**config.mk**
```make
export PLATFORM = sky130hd
export DESIGN_NAME = malzeme_verici
export DESIGN_NICKNAME = d
export VERILOG_FILES = /design/src/rtl/malzeme_pkg.sv /design/src/rtl/malzeme_verici_adim_sayaci.sv /design/src/rtl/malzeme_verici.sv
export SDC_FILE = /design/constraint.sdc
export NUM_CORES = 1
export LEC_CHECK = 0
export CAP_MARGIN = 10
export CORE_UTILIZATION = 35
export DETAILED_ROUTE_END_ITERATION = 7
export GPL_TIMING_DRIVEN = 1
export SETUP_SLACK_MARGIN = 0.4
export SLEW_MARGIN = 20
export SYNTH_ARGS = -nofsm -noshare
export SYNTH_HDL_FRONTEND = slang
export SYNTH_HIERARCHICAL = 1
export SYNTH_SLANG_ARGS = --single-unit
```
**constraint.sdc**
```tcl
create_clock -name saat -period 5.3 [get_ports saat]
set_input_delay 1.06 -clock saat [delete_from_list [all_inputs] [get_ports saat]]
set_output_delay 1.06 -clock saat [all_outputs]
set_load 0.02 [all_outputs]
```
**src/rtl/malzeme_pkg.sv**
```systemverilog
// Shared types and defaults for the ingredient dispenser.
// Holds the FSM state encoding and the default step/timeout values.
package malzeme_pkg;

  typedef enum logic [2:0] {
    BEKLE = 3'd0,
    UN    = 3'd1,
    SU    = 3'd2,
    TUZ   = 3'd3,
    MAYA  = 3'd4,
    BASLA = 3'd5,
    SONUC = 3'd6
  } durum_t;

  localparam int VARS_SU_ADIM     = 4;
  localparam int VARS_ZAMAN_ASIMI = 15;

endpackage

```
**src/rtl/malzeme_verici_adim_sayaci.sv**
```systemverilog
// Saturating step-to-target counter.
// Adds min(step, target-value) per enabled cycle, never passes target.
module adim_sayaci #(
  parameter int W = 8
) (
  input  logic         saat,
  input  logic         reset,
  input  logic         clear,
  input  logic         enable,
  input  logic [W-1:0] step,
  input  logic [W-1:0] target,
  output logic [W-1:0] value,
  output logic         reached
);

  logic [W-1:0] fark;
  logic [W-1:0] artis;

  // Remaining distance, clamped to the step size
  always_comb begin
    fark  = target - value;
    artis = (fark < step) ? fark : step;
  end

  assign reached = (value == target);

  // Count register: clear on new order, step while enabled and short
  always_ff @(posedge saat or posedge reset) begin
    if (reset) begin
      value <= '0;
    end else if (clear) begin
      value <= '0;
    end else if (enable && !reached) begin
      value <= value + artis;
    end
  end

endmodule

```
**src/rtl/malzeme_verici.sv**
```systemverilog
// Ingredient dispenser feeding a dough mixer.
// Dispenses flour, water, salt, yeast, then starts and watches the mixer.
module malzeme_verici
  import malzeme_pkg::*;
#(
  parameter int SU_ADIM     = VARS_SU_ADIM,
  parameter int ZAMAN_ASIMI = VARS_ZAMAN_ASIMI
) (
  input  logic       saat,
  input  logic       reset,
  input  logic       siparis,
  input  logic [5:0] hedef_un,
  input  logic [7:0] hedef_su,
  input  logic [2:0] hedef_tuz,
  input  logic       hedef_maya,
  input  logic       bitti,
  output logic [5:0] un_miktari,
  output logic [7:0] su_miktari,
  output logic [2:0] tuz_miktari,
  output logic       maya,
  output logic       basla,
  output logic       mesgul,
  output logic       tamam,
  output logic       hata
);

  localparam int ZW = $clog2(ZAMAN_ASIMI + 1);
  localparam logic [7:0] SU_STEP = 8'(SU_ADIM);

  durum_t durum, durum_n;

  logic [5:0]    un_h;
  logic [7:0]    su_h;
  logic [2:0]    tuz_h;
  logic          maya_h;
  logic [ZW-1:0] sayac;

  logic kabul;
  logic zaman_doldu;
  logic un_ok, su_ok, tuz_ok;

  assign kabul       = (durum == BEKLE) && siparis;
  assign zaman_doldu = (sayac == ZW'(ZAMAN_ASIMI - 1));
  assign basla       = (durum == BASLA);
  assign mesgul      = (durum != BEKLE);

  adim_sayaci #(.W(6)) u_un (
    .saat    (saat),
    .reset   (reset),
    .clear   (kabul),
    .enable  (durum == UN),
    .step    (6'd1),
    .target  (un_h),
    .value   (un_miktari),
    .reached (un_ok)
  );

  adim_sayaci #(.W(8)) u_su (
    .saat    (saat),
    .reset   (reset),
    .clear   (kabul),
    .enable  (durum == SU),
    .step    (SU_STEP),
    .target  (su_h),
    .value   (su_miktari),
    .reached (su_ok)
  );

  adim_sayaci #(.W(3)) u_tuz (
    .saat    (saat),
    .reset   (reset),
    .clear   (kabul),
    .enable  (durum == TUZ),
    .step    (3'd1),
    .target  (tuz_h),
    .value   (tuz_miktari),
    .reached (tuz_ok)
  );

  // State register
  always_ff @(posedge saat or posedge reset) begin
    if (reset) begin
      durum <= BEKLE;
    end else begin
      durum <= durum_n;
    end
  end

  // Next-state: each dispense phase ends once its counter hits target
  always_comb begin
    durum_n = durum;
    case (durum)
      BEKLE:   if (siparis) durum_n = UN;
      UN:      if (un_ok) durum_n = SU;
      SU:      if (su_ok) durum_n = TUZ;
      TUZ:     if (tuz_ok) durum_n = MAYA;
      MAYA:    durum_n = BASLA;
      BASLA:   durum_n = SONUC;
      SONUC:   if (bitti || zaman_doldu) durum_n = BEKLE;
      default: durum_n = BEKLE;
    endcase
  end

  // Latched targets, yeast, result flags and mixer timeout counter
  always_ff @(posedge saat or posedge reset) begin
    if (reset) begin
      un_h   <= '0;
      su_h   <= '0;
      tuz_h  <= '0;
      maya_h <= 1'b0;
      maya   <= 1'b0;
      tamam  <= 1'b0;
      hata   <= 1'b0;
      sayac  <= '0;
    end else begin
      tamam <= 1'b0;
      if (kabul) begin
        un_h   <= hedef_un;
        su_h   <= hedef_su;
        tuz_h  <= hedef_tuz;
        maya_h <= hedef_maya;
        maya   <= 1'b0;
        hata   <= 1'b0;
      end
      if (durum == MAYA) begin
        maya <= maya_h;
      end
      if (durum == SONUC) begin
        if (bitti) begin
          tamam <= 1'b1;
        end else if (zaman_doldu) begin
          hata <= 1'b1;
        end
      end
      if (durum == SONUC && !bitti && !zaman_doldu) begin
        sayac <= sayac + 1'b1;
      end else begin
        sayac <= '0;
      end
    end
  end

endmodule

```
After elaboration in Yosys (flattened, before gate mapping)
Cells that the tools add are included.
Storage, ports and cells
  register bits after elaboration: 45
  input port bits: 22
  output and inout bits: 22
  word-level logic and storage cells: 80
Operators by class
  add/subtract/negate cells: 7
  $lt $le $gt $ge: 3
  equality and inequality tests: 15
  mux-type cells: 24
  reduce and logical (&&, ||, !) cells: 19
Operators with widths (count)
  2-to-1 mux 3 bit: 8
  2-to-1 mux 8 bit: 3
  one-hot mux 3 bit (7 select lines): 1
  2-to-1 mux 6 bit: 3
  != test 2 bit, second input constant: 5
  == test 3 bit, second input constant: 3
  adder 8 bit: 1
  == test 8 bit: 1
  < comparator 8 x 3 -> 1 bit, second input constant: 1
  2-to-1 mux 1 bit: 8
  nonzero test 2 bit: 4
  subtractor 8 bit: 1
  adder 6 bit: 1
  == test 3 x 2 -> 1 bit, second input constant: 2
  == test 6 bit: 1
  logical AND 1 bit: 6
  < comparator 6 x 1 -> 1 bit, second input constant: 1
  subtractor 6 bit: 1
  logical NOT 1 bit: 5
  AND reduction 5 bit: 1
  adder 4 x 1 -> 4 bit, second input constant: 1
  == test 4 bit, second input constant: 1
  2-to-1 mux 4 bit: 1
  adder 3 bit: 1
  other kinds (7): 7

Depth between registers and ports, before layout
  depth after elaboration: 6
  mapped depth: 26
  depth with buffers taken out: 25

By module
The synthesis kept the hierarchy.
By module, submodules not included
  malzeme_verici: instances 1, cells each 95, area each 1320.0 µm², sequential area each 700.7 µm²
  adim_sayaci at u_su: instances 1, cells each 148, area each 1173.6 µm², sequential area each 200.2 µm²
  adim_sayaci at u_un: instances 1, cells each 112, area each 914.6 µm², sequential area each 150.1 µm²
  adim_sayaci at u_tuz: instances 1, cells each 39, area each 376.6 µm², sequential area each 75.1 µm²

Worst setup path before layout
No wires, ideal clock.
  path kind: register -> register
  from: register u_su.value[0]
  to: register u_su.value[7]
  library setup time: 127 ps
  arrival time: 4733 ps
  data required time: 5173 ps
  path slack: 439 ps
  stages on the path, launching flop included: 23
  cell sequence: dfrtp_1 -> ha_1 -> inv_1 -> fa_1 -> a21o_1 -> a21oi_1 -> o21bai_1 -> a21oi_1 -> xnor2_1 -> ha_1 -> and4_1 -> o311a_1 -> a2111o_1 -> clkbuf_1 -> mux2_2 -> ha_1 -> a21oi_1 -> nor2_1 -> a311oi_1 -> a21oi_1 -> a21o_1 -> a21oi_2 -> mux2_1
Between the ends
  cells in the longest elaborated chain, start to end: 6
RTL lines
  start, declared: line malzeme_verici_adim_sayaci.sv:12  | output logic [W-1:0] value,
  start signal, assigned: line malzeme_verici_adim_sayaci.sv:34  | value <= value + artis;
  subtractor 8 bit: line malzeme_verici_adim_sayaci.sv:21  | fark = target - value;
  < comparator 8 x 3 -> 1 bit: line malzeme_verici_adim_sayaci.sv:22  | artis = (fark < step) ? fark : step;
  2-to-1 mux 8 bit: line malzeme_verici_adim_sayaci.sv:22
  adder 8 bit: line malzeme_verici_adim_sayaci.sv:34
  2-to-1 mux 8 bit: line malzeme_verici_adim_sayaci.sv:33  | end else if (enable && !reached) begin
  2-to-1 mux 8 bit: line malzeme_verici_adim_sayaci.sv:31  | end else if (clear) begin
Parallel ways exist; a longest one is shown, timed or not. The select of a mux whose other input is x is not followed.
A chain may end at the register's enable or synchronous reset.

Worst setup path after layout
  from: register u_su.value[3]
  to: register u_su.value[7]
The elaborated chain is that of the path after synthesis.

==> results.yml <==
clock_network:
  root_buffer: "clkbuf_8"
  path_clk_slew_ns: 0.09
  cts_buffers: 5
  cts_max_level: 2
  tritoncts_num_sinks: 45
  hold_buffers: 0
  clock_latency_at_the_later_pin_of_the_worst_skew_pair_ns: 0.30
  clock_tree_from_tritoncts: "built"
  cts_max_path_buffers: 2
grt:
  grt_usage_pct: 15.3
  grt_max_degree: 37
  first_global_vias: 2927
  globalRouteOverflowTotal: 0
  grt_pass1_wl_um: 13700
  antenna_violations_before_repair: 0
finish:
  fraction_of_final_layout_cells_with_drive_strength_greater_than_1_pct: 15.0
  multi_input_area_mm2: 0.00261
  num-fill-cells: 1018
  final-instance-count-excl-fill: 615
  area.growth.synth_to_final_pct: 24.8
  fin_util_pct: 45.3
  design.final.nets: 549
  number_of_inserted_diodes: 0
  sequential_cell_area_mm2: 0.00113
detailed_routing:
  drt_pass1_iterations: 4
  antenna_left: 0
  route.vias.total: 2939
  routed_via_density: 4.78
  drtIter0Drc: 115
  post_drt_wl_per_cell_um: 13.9
  wl_um: 8530
  detail_route.drc_violations: 0
synth:
  asyncSetResetFlopFracSynth_pct: 100
  post_synth_num_cell_types: 62
  synth.area.top_cells: "dfrtp_1 30%, ha_1 14%, mux2_4 7.1%"
  synthesis.area_per_instance_um2: 9.61
  syn_area_mm2: 0.00378
  synthDominantAreaCellType: "dfrtp_1"
  synth.ff_latch_count: 45
  number_of_enable_flip_flop_cells_after_synthesis: 0
  synth_warnings: 6
  synth_top_area_share_pct: 29.8
  syn_inst: 394
  synth-seq-area-share_pct: 29.8
  ys_flop_type: "dfrtp_1"
worst_hold_path:
  kind_of_path_behind_the_tightest_hold_check: "flip-flop to flip-flop"
  worst_hold_startpoint: "sayac[0]"
  min_delay_path_depth: 1
setup_path:
  cp.required_ns: 5.49
  start_point_of_the_critical_path: "u_su/value[3]"
  cp-end-kind: "flip-flop"
  critical_path.startpoint_type: "flip-flop"
  r2r-start: "u_su/value[3]"
  arrival_time_at_the_worst_endpoint_ns: 4.96
  worst-r2r-cell-count: 21
  max_stage_delay_ns: 0.49
  criticalPathCategory: "flip-flop to flip-flop"
  critPathSlowestCell: "a2111o_1"
  worst-path-max-fanout: 6
  timing.critical_path.cells: "inv_1 -> ha_1 -> and4_1 -> a21boi_1 -> o31a_1 -> nor2_1 -> ha_1 -> and4_4 -> o311a_1 -> a2111o_1 -> buf_6 -> buf_4 -> buf_4 -> mux2_4 -> ha_4 -> o21a_1 -> nor2_1 -> a21oi_2 -> a21o_1 -> a21oi_2 -> mux2_4"
timing:
  post-route-period-util_pct: 89.9
  clock.fmax_ghz: 0.210
  grt_setup_unrepaired: "true"
  setup-tns-final_ns: 0
  layout_min_cycle_time_ns: 4.76
  tightestPinTransition_ns: 0.579
  final.setup.worst_slack_ns: 0.537
  finalSetupViolations: 0
  max-slew-margin-rel_pct: 61.4
  hold_violations: 0
  finalClockSkew_ns: 0.00574
  final-max-slew-violation-count: 0
floorplan:
  die_h_um: 106
  ioPinCount: 44
  rows: 37
  fp.coreArea_mm2: 0.0104
  fp.dieW_um: 106
  initial_utilization_pct: 36.3
  die_area_mm2: 0.0112
placement:
  dp_hpwl_um: 6430
  io_buffers: 43
  placedCellCount: 598
  globalplace.congestion: 0.866
  pre_cts_ws_ns: 0.290
run_status:
  run_status: "finished clean"
flow_run:
  maxCapViolations: 0
layout make-up:
class,instances,share of cell area (%)
Multi-Input combinational cell,322,55.2
Sequential cell,45,23.9
Inverter,51,4.05
Clock inverter,1,0.636
Timing Repair Buffer,53,10.8
Clock buffer,7,1.83
Tap cell,136,3.60
registers in the layout (all words and copies together) (netlist names):
register and cells:
u_su/value 8, hata 1, u_un/value 6, tamam 1, maya_h 1, u_tuz/value 3
un_h 6, su_h 8, maya 1, tuz_h 3, durum 3, sayac 4
stage by stage:
step / cell area, µm² / hold WS, ns
floorplan: 3900 / 0.455
finish: 4720 / 0.496
CTS: 4580 / 0.498
global placement: 4440 / 0.480
global route: 4720 / 0.528
detailed placement: 4440 / 0.485
Yosys cell counts, drive strengths merged, types with 3 or more instances:
| cell | instances |
|---|---|
| buf | 6 |
| xnor2 | 8 |
| a21o | 8 |
| mux2i | 9 |
| and3 | 5 |
| nand3 | 10 |
| o21ai | 17 |
| nor3b | 3 |
| nor3 | 4 |
| mux2 | 30 |
| and2 | 3 |
| a21boi | 5 |
| nand3b | 4 |
| xor2 | 11 |
| a21oi | 26 |
| nor2 | 33 |
| or3 | 3 |
| nor2b | 7 |
| dfrtp | 45 |
| inv | 51 |
| ha | 43 |
| fa | 6 |
| nand2 | 19 |
| nand2b | 3 |
| o21a | 4 |
critical path, delay by kind of cell (launching register included):
family	cells	cell delay, ns
AO/OA/AOI/OAI	8	1.60
adder cells (fa/ha/maj)	3	0.83
buffers and inverters	4	0.52
flip-flops	1	0.48
multiplexers	2	0.52
AND/OR/NAND/NOR	4	0.68
cell families after synthesis:
| logic type | after synthesis | share of synthesized area (%) |
|---|---|---|
| simple gates | 101 | 14.0 |
| compound gates | 80 | 13.7 |
| buf+inv | 58 | 6.84 |
| fa+ha+maj | 49 | 17.4 |
| flops | 45 | 29.8 |
| mux | 39 | 13.1 |
| xor+xnor | 20 | 4.99 |
| other cells | 2 | 0.198 |
layer usage:
layer  wire (µm)  up-vias  track usage [%]
met5           0        -                0
met3         267       12             3.19
met1        3850     1391             18.5
met2        4280       43             27.3
met4         145        0             4.27
li1            -     1493                -
layout by cell type, fill, tap and decap left out, types with 3 or more instances in the layout:
| cell | synthesis | final |
|---|---|---|
| a21boi_1 | 2 | 3 |
| a21o_1 | 7 | 7 |
| a21oi_1 | 25 | 22 |
| a21oi_2 | 1 | 4 |
| and3_1 | 3 | 3 |
| buf_4 | 0 | 9 |
| clkbuf_8 | 0 | 6 |
| clkdlybuf4s50_1 | 0 | 43 |
| conb_1 | 2 | 33 |
| dfrtp_1 | 45 | 44 |
| fa_1 | 6 | 5 |
| ha_1 | 43 | 38 |
| ha_4 | 0 | 3 |
| inv_1 | 51 | 51 |
| mux2_2 | 10 | 8 |
| mux2_4 | 18 | 21 |
| mux2i_1 | 9 | 9 |
| nand2_1 | 19 | 19 |
| nand2b_1 | 3 | 3 |
| nand3_1 | 9 | 9 |
| nand3b_1 | 4 | 4 |
| nor2_1 | 32 | 32 |
| nor2b_1 | 6 | 5 |
| nor3_1 | 4 | 4 |
| nor3b_1 | 3 | 3 |
| o21a_1 | 4 | 4 |
| o21ai_0 | 15 | 14 |
| or3_1 | 3 | 3 |
| xnor2_1 | 8 | 8 |
| xor2_1 | 11 | 11 |
worst paths after layout:
kind	to	slack, ns
max reg2reg	u_su/value[7]	0.54
min	sayac[0]	0.50
max	u_su/value[7]	0.54
min in group asynchronous	un_h[5]	1.04
max in group asynchronous	sayac[0]	3.70
min reg2reg	sayac[0]	0.50
repair_timing:
action                     CTS  global route
hold endpoints to repair     0             0
pin swaps                    1            14
resized for setup            1            22
setup endpoints to repair    1             5
setup buffers                2             7
Power is not shown: default switching activity piles up to over one toggle a cycle in this logic, so the estimate is an artifact.
